--- src/rtl/gray_counter_bank.sv ---
// Bank of independent up/down counters kept in binary and mirrored as registered Gray code,
// driven by a single command channel with a one-entry buffered read-response channel.
module gray_counter_bank #(
    parameter int WIDTH    = 4,
    parameter int NCHAN    = 4,
    parameter int SATURATE = 0,
    localparam int CW      = (NCHAN > 1) ? $clog2(NCHAN) : 1
) (
    input  logic                   CLK,
    input  logic                   RST,
    input  logic                   cmd__ENA,
    output logic                   cmd__RDY,
    input  logic [2:0]             cmd_op,
    input  logic [CW-1:0]          cmd_chan,
    input  logic [WIDTH-1:0]       cmd_v,
    output logic                   rsp__ENA,
    input  logic                   rsp__RDY,
    output logic [WIDTH-1:0]       rsp_v,
    output logic [CW-1:0]          rsp_chan,
    output logic                   rsp_err,
    output logic [NCHAN*WIDTH-1:0] gray_out,
    output logic [NCHAN-1:0]       wrap_flag
);

    typedef enum logic [2:0] {
        OP_INC      = 3'd0,
        OP_DEC      = 3'd1,
        OP_RD_GRAY  = 3'd2,
        OP_WR_GRAY  = 3'd3,
        OP_RD_BIN   = 3'd4,
        OP_WR_BIN   = 3'd5,
        OP_CLR_FLAG = 3'd6,
        OP_RSVD     = 3'd7
    } op_e;

    localparam logic [WIDTH-1:0] MAX_VAL = '1;
    localparam logic [WIDTH-1:0] ONE     = WIDTH'(1);

    function automatic logic [WIDTH-1:0] bin2gray(input logic [WIDTH-1:0] b);
        return b ^ (b >> 1);
    endfunction

    // Each binary bit is the XOR of all Gray bits at or above it.
    function automatic logic [WIDTH-1:0] gray2bin(input logic [WIDTH-1:0] g);
        logic [WIDTH-1:0] b;
        b[WIDTH-1] = g[WIDTH-1];
        for (int i = WIDTH - 2; i >= 0; i--) begin
            b[i] = b[i+1] ^ g[i];
        end
        return b;
    endfunction

    op_e              op;
    logic             accept;
    logic             is_read;
    logic             rd_hit;
    logic [WIDTH-1:0] rd_bin;
    logic [WIDTH-1:0] bin_vec [NCHAN];

    logic             rsp_ena_reg;
    logic [WIDTH-1:0] rsp_v_reg;
    logic [CW-1:0]    rsp_chan_reg;
    logic             rsp_err_reg;

    assign op       = op_e'(cmd_op);
    assign cmd__RDY = !RST && (!rsp_ena_reg || rsp__RDY);
    assign accept   = cmd__ENA && cmd__RDY;
    assign is_read  = (op == OP_RD_GRAY) || (op == OP_RD_BIN);

    assign rsp__ENA = rsp_ena_reg;
    assign rsp_v    = rsp_v_reg;
    assign rsp_chan = rsp_chan_reg;
    assign rsp_err  = rsp_err_reg;

    genvar gi;
    generate
        for (gi = 0; gi < NCHAN; gi++) begin : g_chan
            logic             hit;
            logic [WIDTH-1:0] bin_reg;
            logic [WIDTH-1:0] bin_next;
            logic [WIDTH-1:0] gray_reg;
            logic             flag_reg;
            logic             flag_set;
            logic             flag_clr;

            assign hit = accept && (cmd_chan == CW'(gi));

            always_comb begin
                bin_next = bin_reg;
                flag_set = 1'b0;
                flag_clr = 1'b0;
                if (hit) begin
                    case (op)
                        OP_INC: begin
                            if (bin_reg == MAX_VAL) begin
                                flag_set = 1'b1;
                                bin_next = (SATURATE != 0) ? MAX_VAL : '0;
                            end else begin
                                bin_next = bin_reg + ONE;
                            end
                        end
                        OP_DEC: begin
                            if (bin_reg == '0) begin
                                flag_set = 1'b1;
                                bin_next = (SATURATE != 0) ? '0 : MAX_VAL;
                            end else begin
                                bin_next = bin_reg - ONE;
                            end
                        end
                        OP_WR_GRAY:  bin_next = gray2bin(cmd_v);
                        OP_WR_BIN:   bin_next = cmd_v;
                        OP_CLR_FLAG: flag_clr = 1'b1;
                        default:     bin_next = bin_reg;
                    endcase
                end
            end

            // Gray mirror is registered from the next binary value so it tracks bin_reg exactly.
            always_ff @(posedge CLK) begin
                if (RST) begin
                    bin_reg  <= '0;
                    gray_reg <= '0;
                    flag_reg <= 1'b0;
                end else begin
                    bin_reg  <= bin_next;
                    gray_reg <= bin2gray(bin_next);
                    flag_reg <= (flag_reg && !flag_clr) || flag_set;
                end
            end

            assign bin_vec[gi]                   = bin_reg;
            assign gray_out[gi*WIDTH +: WIDTH]   = gray_reg;
            assign wrap_flag[gi]                 = flag_reg;
        end
    endgenerate

    // Channel read mux; an index with no matching counter leaves rd_hit low.
    always_comb begin
        rd_bin = '0;
        rd_hit = 1'b0;
        for (int i = 0; i < NCHAN; i++) begin
            if (cmd_chan == CW'(i)) begin
                rd_bin = bin_vec[i];
                rd_hit = 1'b1;
            end
        end
    end

    always_ff @(posedge CLK) begin
        if (RST) begin
            rsp_ena_reg  <= 1'b0;
            rsp_v_reg    <= '0;
            rsp_chan_reg <= '0;
            rsp_err_reg  <= 1'b0;
        end else if (accept && is_read) begin
            rsp_ena_reg  <= 1'b1;
            rsp_chan_reg <= cmd_chan;
            rsp_err_reg  <= !rd_hit;
            if (!rd_hit) begin
                rsp_v_reg <= '0;
            end else if (op == OP_RD_GRAY) begin
                rsp_v_reg <= bin2gray(rd_bin);
            end else begin
                rsp_v_reg <= rd_bin;
            end
        end else if (rsp__RDY) begin
            rsp_ena_reg <= 1'b0;
        end
    end

endmodule

--- config.mk ---
export PLATFORM = sky130hd
export DESIGN_NAME = gray_counter_bank
export DESIGN_NICKNAME = d
export VERILOG_FILES = /design/src/rtl/gray_counter_bank.sv
export SDC_FILE = /design/constraint.sdc
export NUM_CORES = 1
export LEC_CHECK = 0
export CORE_MARGIN = 10
export CORE_UTILIZATION = 40
export CTS_CLUSTER_SIZE = 12
export DETAILED_ROUTE_END_ITERATION = 8
export PLACE_DENSITY_LB_ADDON = 0.25
export SYNTH_ARGS = -nofsm -noshare
export SYNTH_HDL_FRONTEND = slang
export SYNTH_SLANG_ARGS = --single-unit
export TNS_END_PERCENT = 20
--- constraint.sdc ---
create_clock -name CLK -period 3.38 [get_ports CLK]
set_clock_uncertainty 0.2 [all_clocks]
set_input_delay 0.338 -clock CLK [delete_from_list [all_inputs] [get_ports CLK]]
set_output_delay 0.338 -clock CLK [all_outputs]
set_load 0.01 [all_outputs]
==> results of run 1 <==
==> cells in the mapped netlist (2+ instances only) <==
cell	n	share of area, %
nor2_1	38	5.3
and2_1	2	0.47
xnor2_1	5	1.6
ha_1	8	3.7
a211oi_1	8	2.2
nand2b_1	8	1.9
a221oi_1	2	0.65
o32ai_2	3	1.8
o31ai_1	5	1.4
o31a_1	3	0.98
mux4_2	3	2.5
o22ai_1	5	1.2
o311ai_1	3	0.98
nand2_1	12	1.7
a21oi_1	20	3.7
nor3_1	3	0.56
nand4_1	2	0.47
nand3_1	10	1.9
mux2i_1	7	2.6
nor3b_1	2	0.56
buf_2	9	1.7
nor4_1	3	0.70
a31oi_1	7	1.6
clkbuf_1	6	0.84
xor2_1	15	4.9
o21ai_0	16	3.0
inv_1	14	2.0
buf_4	11	3.1
a21o_1	2	0.56
or4b_1	3	1.1
dfxtp_1	40	30
and4b_1	2	0.74
o2bb2ai_1	3	0.98
nor2b_1	14	3.3
==> power breakdown <==
part           internal, mW  leakage, nW  total (mW)  switching, mW
sequential            0.480        0.323       0.489        0.00892
combinational        0.0784        0.759       0.176         0.0975
clock                 0.166       0.0445       0.339          0.173
==> worst max-delay path, stage by stage <==
cell             delay, ns
clkdlybuf4s50_1       0.72
and4b_1               0.26
a31oi_2               0.33
o31ai_1               0.13
a22o_1                0.29
nor2b_1               0.15
mux2_2                0.26
==> final timing paths <==
check / startpoint / end / slack, ns / cells past startpoint
worst max-delay path: cmd_op[1] / g_chan[1].gray_reg[2]$_SDFF_PP0_ / 0.88 / 7
worst min-delay path: rsp_err$_SDFFE_PP0P_ / rsp_err$_SDFFE_PP0P_ / 0.28 / 1
worst max register to register: g_chan[2].bin_reg[0]$_SDFF_PP0_ / g_chan[2].gray_reg[0]$_SDFF_PP0_ / 1.07 / 8
worst min register to register: rsp_err$_SDFFE_PP0P_ / rsp_err$_SDFFE_PP0P_ / 0.28 / 1
==> final cells by class <==
class | count | area, sq um | area share [%]
Clock buffer | 7 | 86.3 | 2.71
Clock inverter | 1 | 7.51 | 0.236
Inverter | 14 | 52.6 | 1.65
Multi-Input combinational cell | 238 | 1690 | 52.9
Sequential cell | 40 | 801 | 25.1
Tap cell | 77 | 96.3 | 3.03
Timing Repair Buffer | 47 | 455 | 14.3
==> routing by layer <==
layer,routed length [um],share of wire [%]
met4,170,2.4
met3,582,8.3
met2,3030,43
met5,0,0
met1,3270,46
==> kinds of logic after synthesis <==
| group | after synthesis | synth area share [%] |
|---|---|---|
| flops | 40 | 29.8 |
| xor+xnor | 21 | 7.35 |
| fa+ha+maj | 8 | 3.72 |
| simple gates | 110 | 22.2 |
| compound gates | 87 | 22.8 |
| mux | 12 | 6.51 |
| buf+inv | 40 | 7.54 |
==> run_results.csv, run 1 <==
group,metric,value,unit
worst_setup_path,crit_type,"in2reg",
grt,groute.layer.met2.usage,20.9,%
floorplan,rows,29,
run_status,run_status,"completed",
sta,slew_headroom,55.5,%
power,vdd_ir_drop_max,0.139,mV
clock_network,insertion_delay,0.30,ns
sta,slew_viol_final,0,
floorplan,core,6420,sq um
layout,final_common_cell,"clkdlybuf4s50_1",
floorplan,chipWidth,102,um
power,power.density,315,nW/um^2
layout,stdcell_count,424,
grt,grt_pass1_vias,2260,
layout,largest_register_ff_count,16,
layout,drive_gt1_share,8.93,%
grt,grt_overflow,0,
synthesis,syn_avg_cell_area,8.46,sq um
synthesis,ys_types,58,
floorplan,pin_count,42,
layout,final_cell_mix,"clkdlybuf4s50_1, dfxtp_1, nor2_1",
sta,worst_slack,0.882,ns
clock_network,cts_tree,"done",
synthesis,syn_area,2690,sq um
power,totalPowerFinal,1.00,mW
layout,diodes,0,
synthesis,synth_edf_count,0,
synthesis,syn_inst,318,
clock_network,cts_resized,0,
layout,area_delta_synth_final,18.4,%
layout,nFillCells,605,
grt,grt.total_usage,13.7,%
clock_network,cts_htree_levels,2,
sta,fin_crit,2.50,ns
route,drt_first_pass_iters,5,
clock_network,hold_buffers,0,
place,io_buffers,41,
flow_run,drv_cap,0,
grt,grt_util_met1,17.8,%
worst_setup_path,critPathRequiredTime,3.37,ns
place,pre_cts_slack,0.572,ns
worst_setup_path,arrival,2.49,ns
route,post-route-drc-count,0,
clock_network,clock_path_buffers,2,
grt,antenna_found_initial,0,
layout,final_util,49.6,%
grt,gr-max-usage-layer,"met2",
min_path,hold_class,"reg2reg",
sta,hold_viol,0,
place,dp.cells,416,
place,globalplace.congestion,0.939,
route,wire_per_inst,16.6,um
place,dpl.hpwl,5280,um
sta,hold_slack,0.278,ns
grt,grt_first_pass_wirelength,11500,um
synthesis,synth-seq-area-share,29.8,%
synthesis,synthesis.nets,339,
clock_network,tritoncts.num_buffers,5,
floorplan,start_util,41.9,%
sta,tightest_slew,0.658,ns
floorplan,dieArea,10400,sq um
grt,grt_max_degree,27,
synthesis,synth_seq_cells,40,
route,vias,2452,
layout,fin_area,3180,sq um
worst_setup_path,end_kind,"register",
synthesis,synth_async_sr_flop_share,0,%
clock_network,post_cts_buffers,0,
sta,finalSetupTns,0,ns
route,drt_wl_total,7050,um
sta,finalSetupViolCount,0,
floorplan,die_y,102,um
synthesis,synth_ff_type,"dfxtp_1",
worst_setup_path,critPathMaxFanout,13,
synthesis,yosysWarnings,0,
route,antenna_left,0,
route,detail_route.vias_per_cell,5.78,
layout,final_nets,367,
route,drt_iter0_drc,205,
sta,rsz0062_at_grt,"no",
clock_network,clkSlewWorstSetupHoldPaths,0.08,ns
place,placed_area,3090,sq um
clock_network,clock-sinks,40,
grt,use_met3,4.32,%
worst_setup_path,critPathLaunchType,"input port",
sta,fmax,400,MHz
sta,period_share,73.9,%
power,p_leak,1.13,nW
clock_network,cts_root_buf,"clkbuf_8",
(Power assumes the default switching activity.)
==> run 2, diff against run 1 <==
==> constraint.sdc (replaced) <==
create_clock -name CLK -period 2.5 [get_ports CLK]
set_clock_uncertainty 0.2 [all_clocks]
set_input_delay 0.25 -clock CLK [delete_from_list [all_inputs] [get_ports CLK]]
set_output_delay 0.25 -clock CLK [all_outputs]
set_load 0.01 [all_outputs]
==> run_results.csv, run 2 (synthesized netlist as in run 1, its figures left out) <==
group,metric,value,unit
run_status,run_status,"completed",
layout,nFillCells,618,
clock_network,insertion_delay,0.30,ns
floorplan,chipWidth,102,um
worst_setup_path,worstReg2RegStart,"g_chan[2].bin_reg[0]$_SDFF_PP0_",
power,p_comb_share,19.5,%
clock_network,clock_path_buffers,2,
flow_run,drv_cap,0,
sta,finalSetupViolCount,0,
worst_setup_path,worstReg2RegEnd,"g_chan[2].gray_reg[0]$_SDFF_PP0_",
place,io_buffers,41,
clock_network,cts_tree,"done",
worst_setup_path,cp_slowest_cell,"clkdlybuf4s50_1",
worst_setup_path,reg2reg_slack,0.24,ns
worst_setup_path,cp.buffers_inverters,4,
worst_setup_path,worstRegToRegCells,8,
route,drt_first_pass_iters,4,
min_path,hold_start,"rsp_err$_SDFFE_PP0P_",
worst_setup_path,crit_chain,"clkdlybuf4s50_1, buf_4, buf_4, nor2_1, clkdlybuf4s50_1",
clock_network,tritoncts.num_buffers,5,
floorplan,pin_count,42,
grt,grt_pass1_vias,2359,
sta,rsz0062_at_grt,"no",
power,power.density,409,nW/um^2
floorplan,dieArea,10400,sq um
grt,grt_overflow,0,
layout,final_cell_mix,"clkdlybuf4s50_1, dfxtp_1, nor2_1",
floorplan,core,6420,sq um
power,seq_power_share,47.5,%
clock_network,post_cts_buffers,0,
clock_network,cts_root_buf,"clkbuf_8",
route,antenna_left,0,
min_path,hold_class,"reg2reg",
sta,fin_crit,2.28,ns
grt,grt_max_degree,26,
sta,slew_headroom,69.0,%
clock_network,hold_buffers,0,
layout,final_nets,392,
layout,area_delta_synth_final,26.3,%
worst_setup_path,arrival,1.83,ns
min_path,min_delay_path_depth,1,
worst_setup_path,critPathLaunchType,"input port",
place,globalplace.congestion,0.940,
clock_network,cts_htree_levels,2,
sta,period_share,91.0,%
sta,fmax,440,MHz
layout,drive_gt1_share,15.1,%
floorplan,die_y,102,um
place,dpl.hpwl,5610,um
power,p_switching,0.386,mW
worst_setup_path,crit_family,"buffers and inverters",
route,drt_wl_total,7330,um
sta,worst_slack,0.225,ns
clock_network,clock-sinks,40,
power,totalPowerFinal,1.39,mW
place,pre_cts_slack,0.00913,ns
sta,finalSetupTns,0,ns
grt,antenna_found_initial,0,
power,p_int,1.00,mW
worst_setup_path,critPathMaxFanout,25,
worst_setup_path,max_stage_delay,0.57,ns
clock_network,clkSlewWorstSetupHoldPaths,0.08,ns
power,p_leak,1.26,nW
sta,hold_viol,0,
worst_setup_path,critPathRequiredTime,2.05,ns
worst_setup_path,crit_type,"in2out",
floorplan,rows,29,
sta,slew_viol_final,0,
route,detail_route.vias_per_cell,5.55,
sta,hold_slack,0.274,ns
sta,tightest_slew,0.465,ns
power,vdd_ir_drop_max,0.165,mV
route,post-route-drc-count,0,
power,clkPwrFrac,33.0,%
route,drt_iter0_drc,122,
power,swShare,27.8,%
route,vias,2493,
layout,final_common_cell,"clkdlybuf4s50_1",
floorplan,start_util,41.9,%
layout,diodes,0,
min_path,hold_end,"rsp_err$_SDFFE_PP0P_",
clock_network,cts_resized,0,
worst_setup_path,end_kind,"primary output",
route,wire_per_inst,16.3,um
layout,final_util,52.9,%
grt,grt_first_pass_wirelength,12100,um
layout,largest_register_ff_count,16,
grt,grt.total_usage,14.4,%
## run 2: cell count changes in the layout (fill, tap and decap cells not counted), sizes merged
cell	previous run	this run
buf	6	31
## run 2: worst register-to-register path, stage by stage (launching register included)
cell	delay [ns]
dfxtp_1	0.40
inv_1	0.11
ha_1	0.20
or3b_2	0.47
a21oi_1	0.15
o21ai_0	0.10
a31oi_1	0.29
xor2_1	0.18
nor2_1	0.05
## run 2: final cells by class
type                            instances  area (sq um)  area share [%]
Multi-Input combinational cell        238          1690            49.6
Sequential cell                        40           801            23.6
Timing Repair Buffer                   72           668            19.7
Tap cell                               77          96.3            2.84
Clock buffer                            7          86.3            2.54
Inverter                               14          52.6            1.55
Clock inverter                          1          7.51           0.221
## run 2: per-layer routing
layer | up-vias | global-route usage, % | part of all wire, %
li1 | 1245 | - | -
met1 | 1150 | 18.6 | 45
met2 | 88 | 21.7 | 43
met3 | 10 | 5.20 | 10
met4 | 0 | 4.66 | 1.5
met5 | - | 0 | 0
## run 2: how the worst max path moves through the flow
stage,depth (start not counted),slack (ns),from,to
after floorplan,8,0.50,g_chan[2].bin_reg[0]$_SDFF_PP0_,g_chan[2].gray_reg[0]$_SDFF_PP0_
after global placement,7,0.04,cmd_op[0],g_chan[1].gray_reg[2]$_SDFF_PP0_
after detailed placement,7,0.009,cmd_op[2],g_chan[1].gray_reg[2]$_SDFF_PP0_
after CTS,5,0.20,RST,cmd__RDY
after global routing,8,0.07,g_chan[2].bin_reg[0]$_SDFF_PP0_,g_chan[2].gray_reg[0]$_SDFF_PP0_
final,5,0.22,RST,cmd__RDY
## run 2: power by group through the flow
stage               Sequential, mW  Clock [mW]  Combinational (mW)
global placement             0.675           0               0.267
detailed placement           0.675           0               0.269
floorplan                    0.676           0               0.155
global route                 0.662       0.496               0.294
finish                       0.660       0.459               0.271
CTS                          0.660       0.473               0.270
## run 2: through the flow
stage / cell area (sq um) / std cells
4_1_cts: 3400 / 449
3_5_place_dp: 3300 / 441
5_1_grt: 3400 / 449
6_report: 3400 / 449
2_1_floorplan: 2690 / 318
3_3_place_gp: 3300 / 441
